==> src/rtl/systolic_mac_array_if.sv <==
// Operand, control and result bundle between the input stage,
// the systolic MAC array and the output serializer.
interface systolic_mac_array_if #(
  parameter int D_W   = 8,
  parameter int N     = 2,
  parameter int ACC_W = 20
);
  localparam int RW = $clog2(N*N+1);

  logic [N*D_W-1:0]     in_x_flat;
  logic [N*D_W-1:0]     in_y_flat;
  logic                 init;
  logic                 busy;
  logic                 result_valid;
  logic [N*N*ACC_W-1:0] result_flat;
  logic [RW-1:0]        rd_idx;
  logic [ACC_W-1:0]     rd_data;

  modport master (
    output in_x_flat, in_y_flat, init, rd_idx,
    input  busy, result_valid, result_flat, rd_data
  );

  modport slave (
    input  in_x_flat, in_y_flat, init, rd_idx,
    output busy, result_valid, result_flat, rd_data
  );
endinterface

==> src/rtl/systolic_mac_array.sv <==
// Output-stationary N x N systolic MAC array with a fixed
// compute window and a registered indexed result read port.
module systolic_mac_array #(
  parameter int D_W            = 8,
  parameter int N              = 2,
  parameter int ACC_W          = 20,
  parameter int COMPUTE_CYCLES = 3*N+2
) (
  input logic                 clk,
  input logic                 rst,
  systolic_mac_array_if.slave bus
);
  localparam int RW = $clog2(N*N+1);
  localparam int CW = $clog2(COMPUTE_CYCLES+1);
  localparam int PW = 2*D_W;

  typedef enum logic [1:0] {
    IDLE,
    COMPUTE,
    DONE
  } state_t;

  state_t state, state_nx;
  logic   clr;
  logic   acc_en;
  logic   last;

  logic [CW-1:0] cnt;

  logic signed [D_W-1:0]   x_reg [N][N];
  logic signed [D_W-1:0]   y_reg [N][N];
  logic signed [D_W-1:0]   x_in  [N][N];
  logic signed [D_W-1:0]   y_in  [N][N];
  logic signed [PW-1:0]    prod  [N][N];
  logic signed [ACC_W-1:0] acc   [N*N];
  logic [ACC_W-1:0]        rd_sel;

  assign last = (cnt == CW'(COMPUTE_CYCLES-1));

  always_ff @(posedge clk) begin
    if (rst) state <= IDLE;
    else     state <= state_nx;
  end

  // init always restarts a clean window, whatever the state
  always_comb begin
    state_nx = state;
    clr      = 1'b0;
    acc_en   = 1'b0;
    case (state)
      IDLE: begin
        if (bus.init) begin
          state_nx = COMPUTE;
          clr      = 1'b1;
        end
      end
      COMPUTE: begin
        if (bus.init) begin
          clr = 1'b1;
        end else begin
          acc_en = 1'b1;
          if (last) state_nx = DONE;
        end
      end
      DONE: begin
        if (bus.init) begin
          state_nx = COMPUTE;
          clr      = 1'b1;
        end
      end
      default: state_nx = IDLE;
    endcase
  end

  assign bus.busy         = (state == COMPUTE);
  assign bus.result_valid = (state == DONE);

  always_ff @(posedge clk) begin
    if (rst || clr)  cnt <= '0;
    else if (acc_en) cnt <= cnt + CW'(1);
  end

  always_comb begin
    for (int i = 0; i < N; i++) begin
      x_in[i][0] = bus.in_x_flat[i*D_W +: D_W];
      y_in[0][i] = bus.in_y_flat[i*D_W +: D_W];
      for (int j = 1; j < N; j++) begin
        x_in[i][j] = x_reg[i][j-1];
        y_in[j][i] = y_reg[j-1][i];
      end
    end
  end

  always_comb begin
    for (int i = 0; i < N; i++) begin
      for (int j = 0; j < N; j++) begin
        prod[i][j] = PW'(x_in[i][j]) * PW'(y_in[i][j]);
      end
    end
  end

  always_ff @(posedge clk) begin
    for (int i = 0; i < N; i++) begin
      for (int j = 0; j < N; j++) begin
        if (rst || clr) begin
          x_reg[i][j] <= '0;
          y_reg[i][j] <= '0;
          acc[i*N+j]  <= '0;
        end else begin
          x_reg[i][j] <= x_in[i][j];
          y_reg[i][j] <= y_in[i][j];
          if (acc_en)
            acc[i*N+j] <= acc[i*N+j] + ACC_W'(prod[i][j]);
        end
      end
    end
  end

  always_comb begin
    for (int k = 0; k < N*N; k++) begin
      bus.result_flat[k*ACC_W +: ACC_W] = acc[k];
    end
  end

  // out-of-range indices fall through to zero
  always_comb begin
    rd_sel = '0;
    for (int k = 0; k < N*N; k++) begin
      if (bus.rd_idx == RW'(k)) rd_sel = acc[k];
    end
  end

  always_ff @(posedge clk) begin
    if (rst) bus.rd_data <= '0;
    else     bus.rd_data <= rd_sel;
  end
endmodule

==> src/flat_wrapper.sv <==
// flat-port wrapper written by rule: the top's interface ports become plain ports
module systolic_mac_array_flat 
#(
  parameter int D_W            = 8,
  parameter int N              = 2,
  parameter int ACC_W          = 20,
  parameter int COMPUTE_CYCLES = 3*N+2
)
  (clk, rst, bus_in_x_flat, bus_in_y_flat, bus_init, bus_rd_idx, bus_busy, bus_result_valid, bus_result_flat, bus_rd_data);
  systolic_mac_array_if #(.D_W(D_W), .N(N), .ACC_W(ACC_W)) bus_i ();
  input logic clk;
  input logic rst;
  input wire logic [$bits(bus_i.in_x_flat)-1:0] bus_in_x_flat;
  input wire logic [$bits(bus_i.in_y_flat)-1:0] bus_in_y_flat;
  input wire logic [$bits(bus_i.init)-1:0] bus_init;
  input wire logic [$bits(bus_i.rd_idx)-1:0] bus_rd_idx;
  output wire logic [$bits(bus_i.busy)-1:0] bus_busy;
  output wire logic [$bits(bus_i.result_valid)-1:0] bus_result_valid;
  output wire logic [$bits(bus_i.result_flat)-1:0] bus_result_flat;
  output wire logic [$bits(bus_i.rd_data)-1:0] bus_rd_data;
  assign bus_i.in_x_flat = bus_in_x_flat;
  assign bus_i.in_y_flat = bus_in_y_flat;
  assign bus_i.init = bus_init;
  assign bus_i.rd_idx = bus_rd_idx;
  assign bus_busy = bus_i.busy;
  assign bus_result_valid = bus_i.result_valid;
  assign bus_result_flat = bus_i.result_flat;
  assign bus_rd_data = bus_i.rd_data;
  systolic_mac_array #(.D_W(D_W), .N(N), .ACC_W(ACC_W), .COMPUTE_CYCLES(COMPUTE_CYCLES)) u_core (.clk(clk), .rst(rst), .bus(bus_i));
endmodule
==> config.mk <==
export PLATFORM = sky130hd
export DESIGN_NAME = systolic_mac_array_flat
export DESIGN_NICKNAME = d
export VERILOG_FILES = /design/src/rtl/systolic_mac_array_if.sv /design/src/rtl/systolic_mac_array.sv /design/src/flat_wrapper.sv
export SDC_FILE = /design/constraint.sdc
export NUM_CORES = 1
export LEC_CHECK = 0
export CAP_MARGIN = 20
export CORE_UTILIZATION = 53
export CTS_BUF_LIST = sky130_fd_sc_hd__clkbuf_4 sky130_fd_sc_hd__clkbuf_8
export CTS_CLUSTER_DIAMETER = 50
export DETAILED_ROUTE_END_ITERATION = 8
export GPL_ROUTABILITY_DRIVEN = 0
export PLACE_DENSITY = 0.8
export SETUP_SLACK_MARGIN = 0.05
export SYNTH_ARGS = -nofsm -noshare
export SYNTH_HDL_FRONTEND = slang
export SYNTH_SLANG_ARGS = --single-unit
export TNS_END_PERCENT = 30
==> constraint.sdc <==
create_clock -name clk -period 6.5 [get_ports clk]
set_clock_uncertainty 0.1 [all_clocks]
set_input_delay 1.3 -clock clk [delete_from_list [all_inputs] [get_ports clk]]
set_output_delay 1.3 -clock clk [all_outputs]
set_load 0.01 [all_outputs]
Word-level counts from Yosys, hierarchy flattened:

Memory sizes are Yosys's and may differ from the RTL's.
Cells that the tools add are included.

* flip-flop bits (word level): 26
* bits in writable memories: 144
* input bits: 38
* output and inout port bits: 102
* logic and storage cells: 72
* memories: 3

* add/subtract/negate cells: 5
* multiply operators: 4
* equality and inequality tests: 9
* multiplexer cells: 30
* bitwise logic cells: 12
* reduce and logical (&&, ||, !) cells: 6

Memory list
* u_core.acc: depth 4, bits a word 20, rd ports 4, clocked after memory_dff 0, write ports 4, line systolic_mac_array.sv:35 `logic signed [ACC_W-1:0] acc [N*N];`
* u_core.x_reg: depth 2, bits a word 16, rd ports 2, clocked after memory_dff 0, write ports 2, line systolic_mac_array.sv:30 `logic signed [D_W-1:0] x_reg [N][N];`
* u_core.y_reg: depth 2, bits a word 16, rd ports 1, clocked after memory_dff 0, write ports 2, line systolic_mac_array.sv:31 `logic signed [D_W-1:0] y_reg [N][N];`

Operator list (number)
* 2-to-1 mux 20 bit: 8
* adder 20 x 16 -> 20 bit: 4
* multiplier 8 x 8 -> 16 bit: 4
* 2-to-1 mux 8 bit: 8
* bitwise OR 1 bit: 12
* 2-to-1 mux 1 bit: 10
* equality test 3 x 2 -> 1 bit (second input constant): 2
* 2-to-1 mux 2 bit: 3
* adder 4 x 1 -> 4 bit (second input constant): 1
* equality test 4 x 3 -> 1 bit (second input constant): 1
* != test 2 x 1 -> 1 bit (second input constant): 2
* case mux 2 bit (2 select lines): 1
* equality test 3 x 1 -> 1 bit (second input constant): 1
* logical NOT 3 bit: 1
* AND reduction 3 bit: 1
* OR reduction 3 bit: 1
* equality test 2 x 1 -> 1 bit (second input constant): 1
* equality test 2 bit (second input constant): 1
* logical NOT 2 bit: 1
* != test 2 bit (second input constant): 1
* OR reduction 2 bit: 1
* logical OR 1 bit: 1

Logic depth before layout (Yosys ltp):

* depth after elaboration: 7
* mapped depth: 19
* depth with buffers taken out: 18

Worst setup path after synthesis:

OpenSTA, ideal clock, no wires.

* path type: in2reg
* start: input port bus_in_y_flat[8]
* end: memory u_core.acc[1][18] (netlist: u_core.acc[0][38]) (data pin)
* arrival: 6057 ps
* required time: 6140 ps
* slack: 83 ps
* stages: 16
* path buffers: 1
* path through: clkbuf_1 > and2_1 > inv_1 > fa_1 > inv_1 > fa_1 > fa_1 > fa_1 > fa_1 > ha_1 > o21ai_0 > o21ai_1 > a211o_1 > a211oi_2 > o21ai_1 > mux2i_1

RTL lines
* start: declaration: line flat_wrapper.sv:14 `input wire logic [$bits(bus_i.in_y_flat)-1:0] bus_in_y_flat;`
* end: declaration: line systolic_mac_array.sv:35

==> results_dict.tcl <==
set metrics [dict create \
    status "completed" \
    grt_overflow 0 \
    io_pins 140 \
    finalHoldViolations 0 \
    rsz0062_at_grt "false" \
    finalSetupViolCount 0 \
    ys_ff_latch 138 \
    start_util_pct 54.5 \
    cts_resized 0 \
    ys_warn_count 0 \
    seq_area_frac_synth_pct 18.8 \
    cts_buffers 17 \
    maxCapViolCount 0 \
    ys_types 62 \
    netlist_instances 1844 \
    async_flop_share_pct 0 \
    yosys_most_used_dff "edfxtp_1" \
    path_clk_slew_ns 0.10 \
    die_y_um 191 \
    via_per_inst 5.58 \
    area_delta_synth_final_pct 14.9 \
    dp_hpwl_mm 40.0 \
    clk_latency_ns 0.48 \
    fin_util_pct 62.6 \
    final_nets 2617 \
    path_common_cell "fa_1" \
    cellPowerDensity_nw_per_um2 276 \
    cts_sinks 138 \
    startpoint_type "primary input" \
    grt_pass1_vias 15300 \
    syn_area_um2 19000 \
    reg_top3 "u_core.acc x80, u_core.bus.rd_data x20" \
    slowest_delay_ns 0.60 \
    clockRootBuffer "clkbuf_8" \
    grt_max_degree 55 \
    drtPass1Iterations 6 \
    cts_buffer_depth 2 \
    cp-end-kind "flip-flop" \
    cts-hold-fix-buffers 0 \
    p_leak_nw 10.7 \
    layout-drive-gt1-share_pct 5.79 \
    via_count 14000 \
    regMostFlops "u_core.acc" \
    synth_edf_count 80 \
    fin_crit_sh_pct 93.2 \
    cts_tree "yes" \
    postRouteAntennaNets 0 \
    finalCriticalPeriod_ns 6.06 \
    dieArea_um2 36600 \
    die_w_um 191 \
    grt_antenna_before_repair 3 \
    postCtsSetupRepairBufs 0 \
    grt_usage_pct 27.8 \
    cp_num_buf_inv 3 \
    min_path_type "reg2reg" \
    worst_slack_ns 0.442 \
    dp_slack_ns -0.0403 \
    cp_top_family "adder cells" \
    max_slew.worst_pin.slew_ns 0.855 \
    cp.required_ns 6.63 \
    htree_levels 4 \
    path_max_fanout 6 \
    syn_nets 2419 \
    wirelength_mm 47.5 \
    critical_path_class "in2reg" \
    syn_area_per_cell_um2 10.3 \
    port_buffers 139 \
    max_freq_ghz 0.165 \
    finalMaxSlewViolations 0 \
    core_um2 34900 \
    crit_chain "clkdlybuf4s50_1, and2_1, inv_1, fa_1, inv_1, fa_1, fa_1, fa_1, fa_1, ha_1, o21ai_0, o21ai_1, a211o_1, a211oi_2, o21ai_1, mux2i_1" \
    largest_register_ffs 80 \
    arrival_ns 6.19 \
    ir_drop_mv 0.388 \
    drt_iter0_drc 1070 \
    grt_pass1_wl_mm 77.6 \
    max_slew_margin_pct 43.0 \
    drc_errors 0 \
    rows 68 \
    crit_slowest_cell "clkdlybuf4s50_1" \
    wl_per_cell_um 18.9 \
]
## where the power goes
| group | switching (mW) | internal, mW |
|---|---|---|
| clock | 0.419 | 0.325 |
| combinational | 2.19 | 1.91 |
| sequential | 0.163 | 1.03 |
## worst register-to-register path: stages, from the launching register on
cell,delay [ns]
dfxtp_1,0.53
and2_1,0.64
fa_1,0.57
fa_1,0.51
inv_1,0.06
fa_1,0.54
inv_1,0.05
fa_1,0.44
ha_1,0.29
ha_1,0.35
a2111o_1,0.41
o21ai_1,0.34
a31oi_1,0.20
xnor2_1,0.22
nor2_1,0.06
## logic make-up after synthesis
| kind of cell | synth area share, % |
|---|---|
| buffers and inverters | 7.98 |
| and+or+nand+nor | 13.0 |
| DFF | 18.8 |
| xor gates and xnor gates | 3.09 |
| muxes | 0.382 |
| adders and majority gates | 49.3 |
| AOI/OAI and AO/OA | 7.54 |
## cells in the mapped netlist (3+ instances only)
cell type / count / area (um^2)
a21o_1: 16 / 120
fa_1: 352 / 7050
xnor2_1: 48 / 420
nor3_1: 16 / 80.1
nor3b_1: 6 / 45.0
mux2i_1: 5 / 50.1
nor4_1: 3 / 18.8
nand4_1: 7 / 43.8
buf_2: 3 / 15.0
o21a_1: 16 / 120
ha_1: 185 / 2310
a211oi_1: 13 / 97.6
o21bai_1: 3 / 22.5
and2_1: 185 / 1160
inv_1: 370 / 1390
a2111oi_0: 3 / 26.3
nor2_1: 78 / 293
xor2_1: 19 / 166
o21ai_0: 15 / 75.1
nand2b_1: 11 / 68.8
a21boi_1: 3 / 22.5
o21ai_1: 17 / 85.1
nand2_1: 130 / 488
o211ai_1: 6 / 45.0
clkbuf_1: 28 / 105
or3_1: 10 / 62.6
a22oi_1: 38 / 285
nand3_1: 10 / 50.1
a21oi_1: 60 / 300
nor2b_1: 9 / 56.3
edfxtp_1: 80 / 2400
dfxtp_1: 58 / 1160
## routing by layer
metal | global-route usage (%) | wire [um] | part of all wire, %
met5 | 0 | 0 | 0
met4 | 13.5 | 2350 | 4.9
met3 | 6.41 | 4070 | 8.6
met2 | 46.2 | 23300 | 49
met1 | 34.1 | 17700 | 37
## metrics by stage
| step | instances | TNS, ns | total power [mW] | instance area (um^2) | hold slack [ns] |
|---|---|---|---|---|---|
| 2_1_floorplan | 1844 | 0 | 4.13 | 19000 | 0.343 |
| 3_3_place_gp | 2477 | 0 | 5.09 | 21400 | 0.356 |
| 3_5_place_dp | 2477 | -0.122 | 5.24 | 21400 | 0.378 |
| 4_1_cts | 2509 | 0 | 6.03 | 21800 | 0.387 |
| 5_1_grt | 2511 | 0 | 6.63 | 21800 | 0.424 |
| 6_report | 2513 | 0 | 6.04 | 21800 | 0.389 |
## worst paths after layout
| kind | from | end | slack [ns] | cells past startpoint |
|---|---|---|---|---|
| min reg2reg | u_core.state[1] | u_core.state[0] | 0.39 | 1 |
| max | bus_in_y_flat[8] | u_core.acc[0][38] | 0.44 | 16 |
| max reg2reg | u_core.x_reg[1][15] | u_core.acc[1][39] | 0.94 | 14 |
| min | u_core.state[1] | u_core.state[0] | 0.39 | 1 |
## cell usage in the layout, fill, tap and decap left out, types with 17 or more instances in the layout
| cell type | netlist | layout |
|---|---|---|
| a21oi_1 | 60 | 59 |
| a22oi_1 | 38 | 38 |
| and2_1 | 185 | 185 |
| buf_4 | 0 | 69 |
| clkbuf_8 | 0 | 17 |
| clkdlybuf4s50_1 | 0 | 139 |
| dfxtp_1 | 58 | 58 |
| edfxtp_1 | 80 | 80 |
| fa_1 | 352 | 352 |
| ha_1 | 185 | 185 |
| inv_1 | 370 | 369 |
| nand2_1 | 130 | 130 |
| nor2_1 | 78 | 77 |
| o21ai_1 | 17 | 17 |
| xnor2_1 | 48 | 48 |
| xor2_1 | 19 | 19 |
## area by class of cell
type | count | area, um^2
fillers | 2776 | 13000
well taps | 455 | 569
diodes | 3 | 7.51
flip-flops and latches | 138 | 3560
inverters | 372 | 1400
multi-input cells | 1303 | 13900
clock inverters | 15 | 176
repair buffers | 210 | 1960
clock buffers | 17 | 234
Power figures use the tool's default switching activity.
